--- src/rtl/nes_joypad_port.sv ---
// rtl/nes_joypad_port.sv - NES $4016 joypad port: onboard|USB shift register or external pad passthrough; JOYPAD_DEBOUNCE_EN adds button debouncing
module nes_joypad_port #(
  parameter int DEBOUNCE_TICKS   = 21477,
  parameter int DEBOUNCE_SAMPLES = 3
) (
  input  logic       clock,
  input  logic       reset_n,
  input  logic       nes_strobe,
  input  logic       nes_clock,
  input  logic       use_external,
  input  logic [7:0] btn_raw,
  input  logic [7:0] usb_buttons,
  input  logic       ext_data,
  output logic       ext_strobe,
  output logic       ext_clock,
  output logic       joy_bit,
  output logic [7:0] buttons_state
);

  // A zero sample period or sample count has no meaning; stop at elaboration.
  if (DEBOUNCE_TICKS < 1 || DEBOUNCE_SAMPLES < 1) begin : g_bad_params
    $error("nes_joypad_port: DEBOUNCE_TICKS and DEBOUNCE_SAMPLES must be >= 1");
  end

  logic [7:0] btn_s1_q, btn_s1_d, btn_s2_q, btn_s2_d;
  logic       ext_s1_q, ext_s1_d, ext_s2_q, ext_s2_d;
  logic       use_s1_q, use_s1_d, use_s2_q, use_s2_d;
  logic [7:0] sr_q, sr_d;
  logic       ext_bit_q, ext_bit_d;
  logic       ext_strobe_q, ext_strobe_d;
  logic       ext_clock_q, ext_clock_d;
  logic [7:0] buttons_state_q, buttons_state_d;
  logic [7:0] debounced_btn;
  logic [7:0] merged;
  logic       shift_pulse;

`ifdef JOYPAD_DEBOUNCE_EN
  localparam int TICK_W = (DEBOUNCE_TICKS > 1) ? $clog2(DEBOUNCE_TICKS) : 1;
  localparam int SAMP_W = (DEBOUNCE_SAMPLES > 1) ? $clog2(DEBOUNCE_SAMPLES) : 1;
  localparam logic [TICK_W-1:0] TICK_LAST = TICK_W'(DEBOUNCE_TICKS - 1);
  localparam logic [SAMP_W-1:0] SAMP_LAST = SAMP_W'(DEBOUNCE_SAMPLES - 1);

  logic [TICK_W-1:0]            tick_cnt_q, tick_cnt_d;
  logic [7:0][SAMP_W-1:0]       samp_cnt_q, samp_cnt_d;
  logic [7:0]                   level_q, level_d;
  logic                         tick;

  // Shared sample tick; each bit counts consecutive differing samples and flips
  // its accepted level on the last one, so a counter never holds its terminal value.
  always_comb begin
    tick       = (tick_cnt_q == TICK_LAST);
    tick_cnt_d = tick ? '0 : tick_cnt_q + TICK_W'(1);
    samp_cnt_d = samp_cnt_q;
    level_d    = level_q;
    if (tick) begin
      for (int i = 0; i < 8; i++) begin
        if (btn_s2_q[i] != level_q[i]) begin
          if (samp_cnt_q[i] == SAMP_LAST) begin
            level_d[i]    = ~level_q[i];
            samp_cnt_d[i] = '0;
          end else begin
            samp_cnt_d[i] = samp_cnt_q[i] + SAMP_W'(1);
          end
        end else begin
          samp_cnt_d[i] = '0;
        end
      end
    end
  end

  // Debounce state registers.
  always_ff @(posedge clock) begin
    if (!reset_n) begin
      tick_cnt_q <= '0;
      samp_cnt_q <= '0;
      level_q    <= '0;
    end else begin
      tick_cnt_q <= tick_cnt_d;
      samp_cnt_q <= samp_cnt_d;
      level_q    <= level_d;
    end
  end

  assign debounced_btn = level_q;
`else
  assign debounced_btn = btn_s2_q;
`endif

  // Synchronizers, shift register and forwarded pad signals.
  always_comb begin
    btn_s1_d = btn_raw;
    btn_s2_d = btn_s1_q;
    ext_s1_d = ext_data;
    ext_s2_d = ext_s1_q;
    use_s1_d = use_external;
    use_s2_d = use_s1_q;

    merged      = debounced_btn | usb_buttons;
    // ext_clock_q doubles as the registered previous nes_clock.
    shift_pulse = ext_clock_q & ~nes_clock;

    // In external mode the register is frozen; the next strobe refreshes it.
    sr_d = sr_q;
    if (!use_s2_q) begin
      if (nes_strobe) begin
        sr_d = merged;
      end else if (shift_pulse) begin
        sr_d = {1'b1, sr_q[7:1]};
      end
    end

    ext_bit_d       = ~ext_s2_q;
    ext_strobe_d    = nes_strobe;
    ext_clock_d     = nes_clock;
    buttons_state_d = merged;
  end

  // Main state registers.
  always_ff @(posedge clock) begin
    if (!reset_n) begin
      btn_s1_q        <= '0;
      btn_s2_q        <= '0;
      ext_s1_q        <= 1'b1;
      ext_s2_q        <= 1'b1;
      use_s1_q        <= 1'b0;
      use_s2_q        <= 1'b0;
      sr_q            <= 8'hFF;
      ext_bit_q       <= 1'b1;
      ext_strobe_q    <= 1'b0;
      ext_clock_q     <= 1'b0;
      buttons_state_q <= '0;
    end else begin
      btn_s1_q        <= btn_s1_d;
      btn_s2_q        <= btn_s2_d;
      ext_s1_q        <= ext_s1_d;
      ext_s2_q        <= ext_s2_d;
      use_s1_q        <= use_s1_d;
      use_s2_q        <= use_s2_d;
      sr_q            <= sr_d;
      ext_bit_q       <= ext_bit_d;
      ext_strobe_q    <= ext_strobe_d;
      ext_clock_q     <= ext_clock_d;
      buttons_state_q <= buttons_state_d;
    end
  end

  assign ext_strobe    = ext_strobe_q;
  assign ext_clock     = ext_clock_q;
  assign joy_bit       = use_s2_q ? ext_bit_q : sr_q[0];
  assign buttons_state = buttons_state_q;

endmodule

--- config.mk ---
export PLATFORM = sky130hd
export DESIGN_NAME = nes_joypad_port
export DESIGN_NICKNAME = d
export VERILOG_FILES = /design/src/rtl/nes_joypad_port.sv
export SDC_FILE = /design/constraint.sdc
export NUM_CORES = 1
export LEC_CHECK = 0
export ABC_AREA = 1
export CORE_MARGIN = 4
export CORE_UTILIZATION = 50
export DETAILED_ROUTE_END_ITERATION = 6
export GPL_TIMING_DRIVEN = 0
export PLACE_DENSITY = 0.92
export SLEW_MARGIN = 20
export SYNTH_ARGS = -nofsm -noshare
export SYNTH_HDL_FRONTEND = slang
export SYNTH_SLANG_ARGS = --single-unit
--- constraint.sdc ---
create_clock -name clock -period 1.31 [get_ports clock]
set_input_delay 0.131 -clock clock [delete_from_list [all_inputs] [get_ports clock]]
set_output_delay 0.131 -clock clock [all_outputs]
set_load 0.05 [all_outputs]
# Word-level counts from Yosys, hierarchy flattened
# Index checks and enable logic that the tools add are counted.
totals:
  register_bits: 39
  input_bits: 22
  output_inout_bits: 11
  elab_cells: 21
classes:
  muxes: 3
  bitwise: 5
  n_reduce_logical: 2
ops:
  columns: ["op", "n"]
  rows:
  - ["8-bit two-way mux", 2]
  - ["8-bit bitwise OR", 1]
  - ["1-bit NOT", 3]
  - ["2-bit AND reduction", 1]
  - ["2-bit nonzero test", 1]
  - ["1-bit AND", 1]
  - ["1-bit two-way mux", 1]

# Depth between registers and ports, before layout
# Gate-level depths: netlist (run 1).
logic_depth:
  word_depth: 4
  ltp_mapped: 6
  ltp_nobuf: 6

# Worst setup path after synthesis (run 1)
# OpenSTA, ideal clock, no wires.
synth_path:
  kind: "register to register"
  from: "reg ext_clock_q (netlist: ext_clock)"
  to: "reg sr_q[0]"
  setup_ns: 0.123
  t_arrival_ns: 1.128
  t_required_ns: 1.187
  slack_ns: 0.058
  path_stages_with_launch: 6
  n_path_buf: 0
  period_less_slack_ns: 1.252
  path_cell_list: "dfxtp_1 nand2_1 nand2_1 nand2_2 nand2_1 nand3_1"
synth_via:
  elab_chain_cells: 3
synth_lines:
  columns: ["item", "line_no", "text"]
  rows:
  - ["start, declared", "31", "logic ext_clock_q, ext_clock_d;"]
  - ["start signal, assigned", "142", "ext_clock_q <= ext_clock_d;"]
  - ["1-bit AND", "100", "shift_pulse = ext_clock_q & ~nes_clock;"]
  - ["2-bit nonzero test (no source line)", null, null]
  - ["2-bit AND reduction (no source line)", null, null]
  - ["end signal, assigned", "139", "sr_q <= sr_d;"]
  - ["end, declared", "28", "logic [7:0] sr_q, sr_d;"]
# No other way between the ends.
# A chain may end at the register's enable or synchronous reset.

# Worst setup path in the final report (run 1)
layout_path:
  from: "reg ext_clock_q (netlist: ext_clock)"
  to: "out ext_clock"
layout_lines:
  columns: ["item", "line_no", "text"]
  rows:
  - ["end, declared", "15", "output logic ext_clock,"]
# No word-level cell between the ends.

==> flow_summary_export.csv, run 1 <==
group,metric,value,unit
final_layout,drive_gt1_frac,0.156,
place,dp_hpwl,1.87,mm
place,pre_cts_ws,-184,ps
clock_network,cts_tree,"built",
floorplanning,chipHeight,58.3,µm
global_routing,grt_pass1_vias,1101,
timing,drv_slew,0,
floorplanning,die_area,3400,µm²
logic_synthesis,synthCells,152,
timing,setup_viol,0,
critical_path,crit_type,"flip-flop to output pin",
clock_network,cts_hold_buf,0,
final_layout,post-route-util,0.703,
detailed_routing,drt-met1-wl,1.02,mm
detailed_routing,wirelength,2.59,mm
global_routing,grt_max_degree,12,
detailed_routing,dr.max_layer_used,"met4",
power,intPower,1600,µW
global_routing,grt_overflow,0,
clock_network,cts-htree-levels,2,
floorplanning,rows,17,
floorplanning,ios,33,
global_routing,track_usage,0.172,
min_path,min_path_type,"input port to flip-flop",
timing,finClkSkew,5.51,ps
timing,hold_viol_final,0,
critical_path,critical_path.top_delay_family,"buffers and inverters",
logic_synthesis,yosysWarnings,0,
clock_network,clk_path_buf_depth,2,
critical_path,crit_path_cell_trace,"clkdlybuf4s15_2",
outcome,status,"completed",
final_layout,diodes,0,
power,ir_drop,0.958,mV
power,switchingPower,584,µW
critical_path,crit_arrival,1060,ps
timing,worstMarginPinSlew,281,ps
final_layout,layout_commonest_cell,"nand2_1",
logic_synthesis,synth_nets,174,
detailed_routing,drc_errors,0,
detailed_routing,avgViaCountPerCell,4.75,
logic_synthesis,synthDistinctLibCells,14,
logic_synthesis,syn-cell-area,1260,µm²
detailed_routing,drtIter0Drc,16,
power,power.share.sequential,0.588,
clock_network,root_buffer,"clkbuf_4",
timing,rsz0062_at_grt,"no",
power,p_total,2180,µW
power,swShare,0.267,
timing,min_period,1190,ps
final_layout,final_cell_mix,"nand2_1 (49), dfxtp_1 (38), inv_1 (21), clkdlybuf4s50_1 (21), nor2_1 (16)",
detailed_routing,num_vias,1044,
global_routing,antenna_found_initial,0,
detailed_routing,dr.pass1.iters,4,
floorplanning,die_x,58.3,µm
timing,fmax,837,MHz
detailed_routing,wl_met2,1.26,mm
power,clkPwrFrac,0.259,
power,comb_power_share,0.153,
clock_network,clk_latency,340,ps
critical_path,start_kind,"flip-flop",
power,p_leak,0.000874,µW
timing,relSlewSlack,0.814,
place,portBuffers,32,
detailed_routing,dr_wl_met3,251,µm
timing,layout_setup_ws,115,ps
logic_synthesis,syn_avg_cell_area,8.32,µm²
final_layout,nNetsFinal,213,
critical_path,cpMaxStageDelayCell,"clkdlybuf4s15_2",
logic_synthesis,ys_ff_latch,39,
critical_path,endpoint_kind,"output pin",
clock_network,cts-buffers-inserted,5,
place,finalWeightedCongestion,0.808,
critical_path,crit_path_max_fanout,2,
timing,post-route-period-util,0.912,
floorplanning,coreArea,2320,µm²
global_routing,grt_pass1_wl,4.25,mm
critical_path,worst-path-buf-inv,1,
clock_network,path_clk_slew,110,ps
critical_path,critPathRequiredTime,1180,ps
critical_path,slowest_delay,370,ps
detailed_routing,ant_nets,0,
floorplanning,start_util,0.546,
clock_network,clock-sinks,39,
run,max_cap_violations,0,
final_layout,area_growth,28.8,%
power,p_per_area,1340,nW/µm²
logic_synthesis,seq_area_frac_synth,0.617,
detailed_routing,wl_per_cell,11.8,µm
[registers in the layout, indices dropped and copies added (netlist names)]
name           count
btn_s1_q           8
btn_s2_q           8
buttons_state      8
ext_bit_q          1
ext_clock          1
ext_s1_q           1
ext_s2_q           1
ext_strobe         1
sr_q               8
use_s1_q           1
use_s2_q           1
[what timing repair did]
action / in CTS / in global routing
endpoints found under the setup margin: 11 / 10
buffers inserted: 0 / 0
resized for setup: 27 / 12
[per-stage QoR]
step / hold slack [ps] / cells / instance area (µm²) / TNS, ps
floorplan: 224 / 152 / 1260 / 0
global placement: 352 / 212 / 1620 / -172
detailed placement: 353 / 212 / 1620 / -225
CTS: 304 / 220 / 1670 / 0
global route: 293 / 220 / 1630 / 0
finish: 313 / 220 / 1630 / 0
[layout make-up]
| type | count | area, µm² |
|---|---|---|
| Sequential cell | 39 | 782 |
| Fill cell | 185 | 689 |
| Multi-Input combinational cell | 85 | 363 |
| Timing Repair Buffer | 32 | 278 |
| Inverter | 24 | 90.1 |
| Clock buffer | 7 | 45.0 |
| Tap cell | 28 | 35.0 |
| Buffer | 4 | 31.3 |
| Clock inverter | 1 | 5.00 |
[Yosys cell counts]
master	instances	area [µm²]
buf_6	1	11.3
or2_2	2	12.5
inv_2	2	7.51
a21oi_4	1	16.3
inv_1	22	82.6
nand2_2	1	6.26
nor2_1	16	60.1
buf_2	1	5.00
nand3_1	9	45.0
buf_4	2	15.0
o21ai_1	6	30.0
nand2_1	49	184
dfxtp_1	39	781
o21ai_2	1	8.76
[final timing paths]
check | start | slack (ps) | to | depth (start not counted)
min | btn_raw[7] | 310 | btn_s1_q[7] | 3
max | ext_clock | 120 | ext_clock | 1
min reg2reg | ext_s2_q | 380 | ext_bit_q | 1
max reg2reg | ext_clock | 270 | sr_q[2] | 5
[metal layers]
| metal | up-vias | GRT usage |
|---|---|---|
| met4 | 0 | 0.132 |
| met1 | 464 | 0.168 |
| li1 | 526 | - |
| met3 | 7 | 0.0614 |
| met2 | 47 | 0.292 |
| met5 | - | 0 |
[power by group through the flow]
stage | sequential (µW) | combinational (µW) | clock, µW
finish | 1280 | 333 | 566
global route | 1290 | 362 | 623
CTS | 1280 | 339 | 582
detailed placement | 1310 | 346 | 0
global placement | 1310 | 331 | 0
floorplan | 1370 | 140 | 0
[cell families (layout without fill, tap and decap cells)]
logic type	Yosys count	after routing	share of synthesized area
simple gates	77	77	0.243
flops	39	39	0.617
buf+inv	28	68	0.0959
compound gates	8	8	0.0435
No activity file was read; power rests on OpenSTA's default activity.
==> run 2: changes to the inputs <==
CAP_MARGIN = 40   (was default)
==> results of run 2 <==
No change in the layout: final DEF, timing and power equal those of run 1.
==> run 3: changes to the inputs <==
CORE_MARGIN = default   (was 4)
==> flow_summary_export.csv, run 3 (synthesized netlist as in run 1, its figures left out) <==
group,metric,value,unit
run,max_cap_violations,0,
power,comb_power_share,0.142,
timing,finClkSkew,5.84,ps
clock_network,cts_setup_buffers,0,
place,pre_cts_ws,-167,ps
timing,fmax,782,MHz
place,place_inst,212,
critical_path,cpMaxStageDelayCell,"clkdlybuf4s15_1",
floorplanning,die_area,2740,µm²
power,swShare,0.255,
power,power.share.sequential,0.560,
clock_network,clock-sinks,39,
global_routing,grt_pass1_wl,3.62,mm
detailed_routing,wirelength,2.22,mm
place,finalWeightedCongestion,0.787,
timing,hold_viol_final,0,
critical_path,crit_type,"flip-flop to output pin",
power,ir_drop,1.12,mV
timing,min_period,1280,ps
critical_path,endpoint_kind,"output pin",
critical_path,slowest_delay,480,ps
detailed_routing,avgViaCountPerCell,4.56,
global_routing,grt_pass1_vias,883,
critical_path,critical_path.top_delay_family,"buffers and inverters",
floorplanning,start_util,0.551,
clock_network,cts-htree-levels,2,
clock_network,cts-buffers-inserted,5,
global_routing,track_usage,0.192,
detailed_routing,dr.pass1.iters,4,
global_routing,grt_max_degree,12,
timing,post-route-period-util,0.976,
final_layout,nNetsFinal,213,
timing,holdWs,304,ps
floorplanning,ios,33,
min_path,min_path_type,"input port to flip-flop",
clock_network,cts_hold_buf,0,
detailed_routing,drc_errors,0,
clock_network,root_buffer,"clkbuf_4",
critical_path,reg2reg_slack,330,ps
outcome,status,"completed",
min_path,holdPathEnd,"btn_s1_q[7]",
place,dp_hpwl,1.61,mm
critical_path,crit_path_max_fanout,1,
critical_path,worst-path-buf-inv,1,
critical_path,r2r-end,"sr_q[0]",
detailed_routing,num_vias,1003,
min_path,holdCritStartpoint,"btn_raw[7]",
critical_path,crit_start,"buttons_state[3]",
critical_path,crit_path_cell_trace,"clkdlybuf4s15_1",
timing,relSlewSlack,0.682,
final_layout,area_growth,30.7,%
final_layout,layout_commonest_cell,"nand2_1",
critical_path,crit_arrival,1150,ps
power,p_per_area,1390,nW/µm²
clock_network,clk_path_buf_depth,2,
final_layout,fin_cells,220,
final_layout,drive_gt1_frac,0.156,
min_path,whs_path_depth,3,
global_routing,antenna_found_initial,0,
power,switchingPower,584,µW
timing,layout_setup_ws,31.2,ps
timing,worstMarginPinSlew,478,ps
detailed_routing,wl_per_cell,10.1,µm
clock_network,path_clk_slew,100,ps
critical_path,start_kind,"flip-flop",
timing,drv_slew,0,
place,portBuffers,32,
timing,setup_viol,0,
clock_network,cts_tree,"built",
power,clkPwrFrac,0.298,
critical_path,r2r_start,"ext_clock",
detailed_routing,ant_nets,0,
floorplanning,chipHeight,52.3,µm
final_layout,diodes,0,
clock_network,clk_latency,350,ps
timing,finalSetupTns,0,ps
detailed_routing,drtIter0Drc,28,
floorplanning,die_x,52.3,µm
critical_path,cp.depth,1,
floorplanning,coreArea,2300,µm²
final_layout,final_cell_mix,"nand2_1 (49), dfxtp_1 (38), inv_1 (21), clkdlybuf4s50_1 (21), nor2_1 (16)",
floorplanning,rows,17,
power,intPower,1710,µW
critical_path,critPathRequiredTime,1180,ps
critical_path,ff2ff_path_depth,5,
power,p_leak,0.000884,µW
global_routing,grt_overflow,0,
timing,rsz0062_at_grt,"no",
[run 3: power groups by stage]
stage	clock (µW)	sequential, µW	combinational (µW)
after global routing	753	1290	358
after global placement	0	1310	330
after detailed placement	0	1310	340
final	682	1280	326
after CTS	694	1280	332
after floorplan	0	1370	140
[run 3: through the flow]
step	cell area, µm²	total power [µW]	util
final	1650	2290	0.719
after global routing	1650	2400	0.719
after CTS	1690	2310	0.735
after detailed placement	1620	1650	0.705
after global placement	1620	1640	0.705
after floorplan	1260	1510	-
[run 3: worst max-delay path by stage]
| stage | slack (ps) | to |
|---|---|---|
| after CTS | 5 | buttons_state[7] |
| after detailed placement | -170 | joy_bit |
| after floorplan | 60 | sr_q[0] |
| after global placement | -170 | joy_bit |
| after global routing | 0.3 | buttons_state[3] |
| final | 30 | buttons_state[3] |
[run 3: what timing repair did]
action                                 in CTS  in global routing
pin swaps                                   0                  0
gates cloned                                0                  0
endpoints found under the hold margin       0                  0
setup endpoints to repair                  11                  9
gates resized for setup                    27                 11
[run 3: cell type report]
cell class	instances	area [µm²]
Sequential cell	39	782
Clock buffer	8	68.8
Inverter	24	90.1
Tap cell	28	35.0
Timing Repair Buffer	32	283
Fill cell	177	644
Buffer	4	31.3
Multi-Input combinational cell	85	363
[run 3: layer usage]
metal	GRT usage	wire, µm	up-vias
li1	-	-	525
met1	0.213	916	428
met2	0.310	1060	43
met3	0.0609	196	7
met4	0.132	48	0
met5	0	0	-
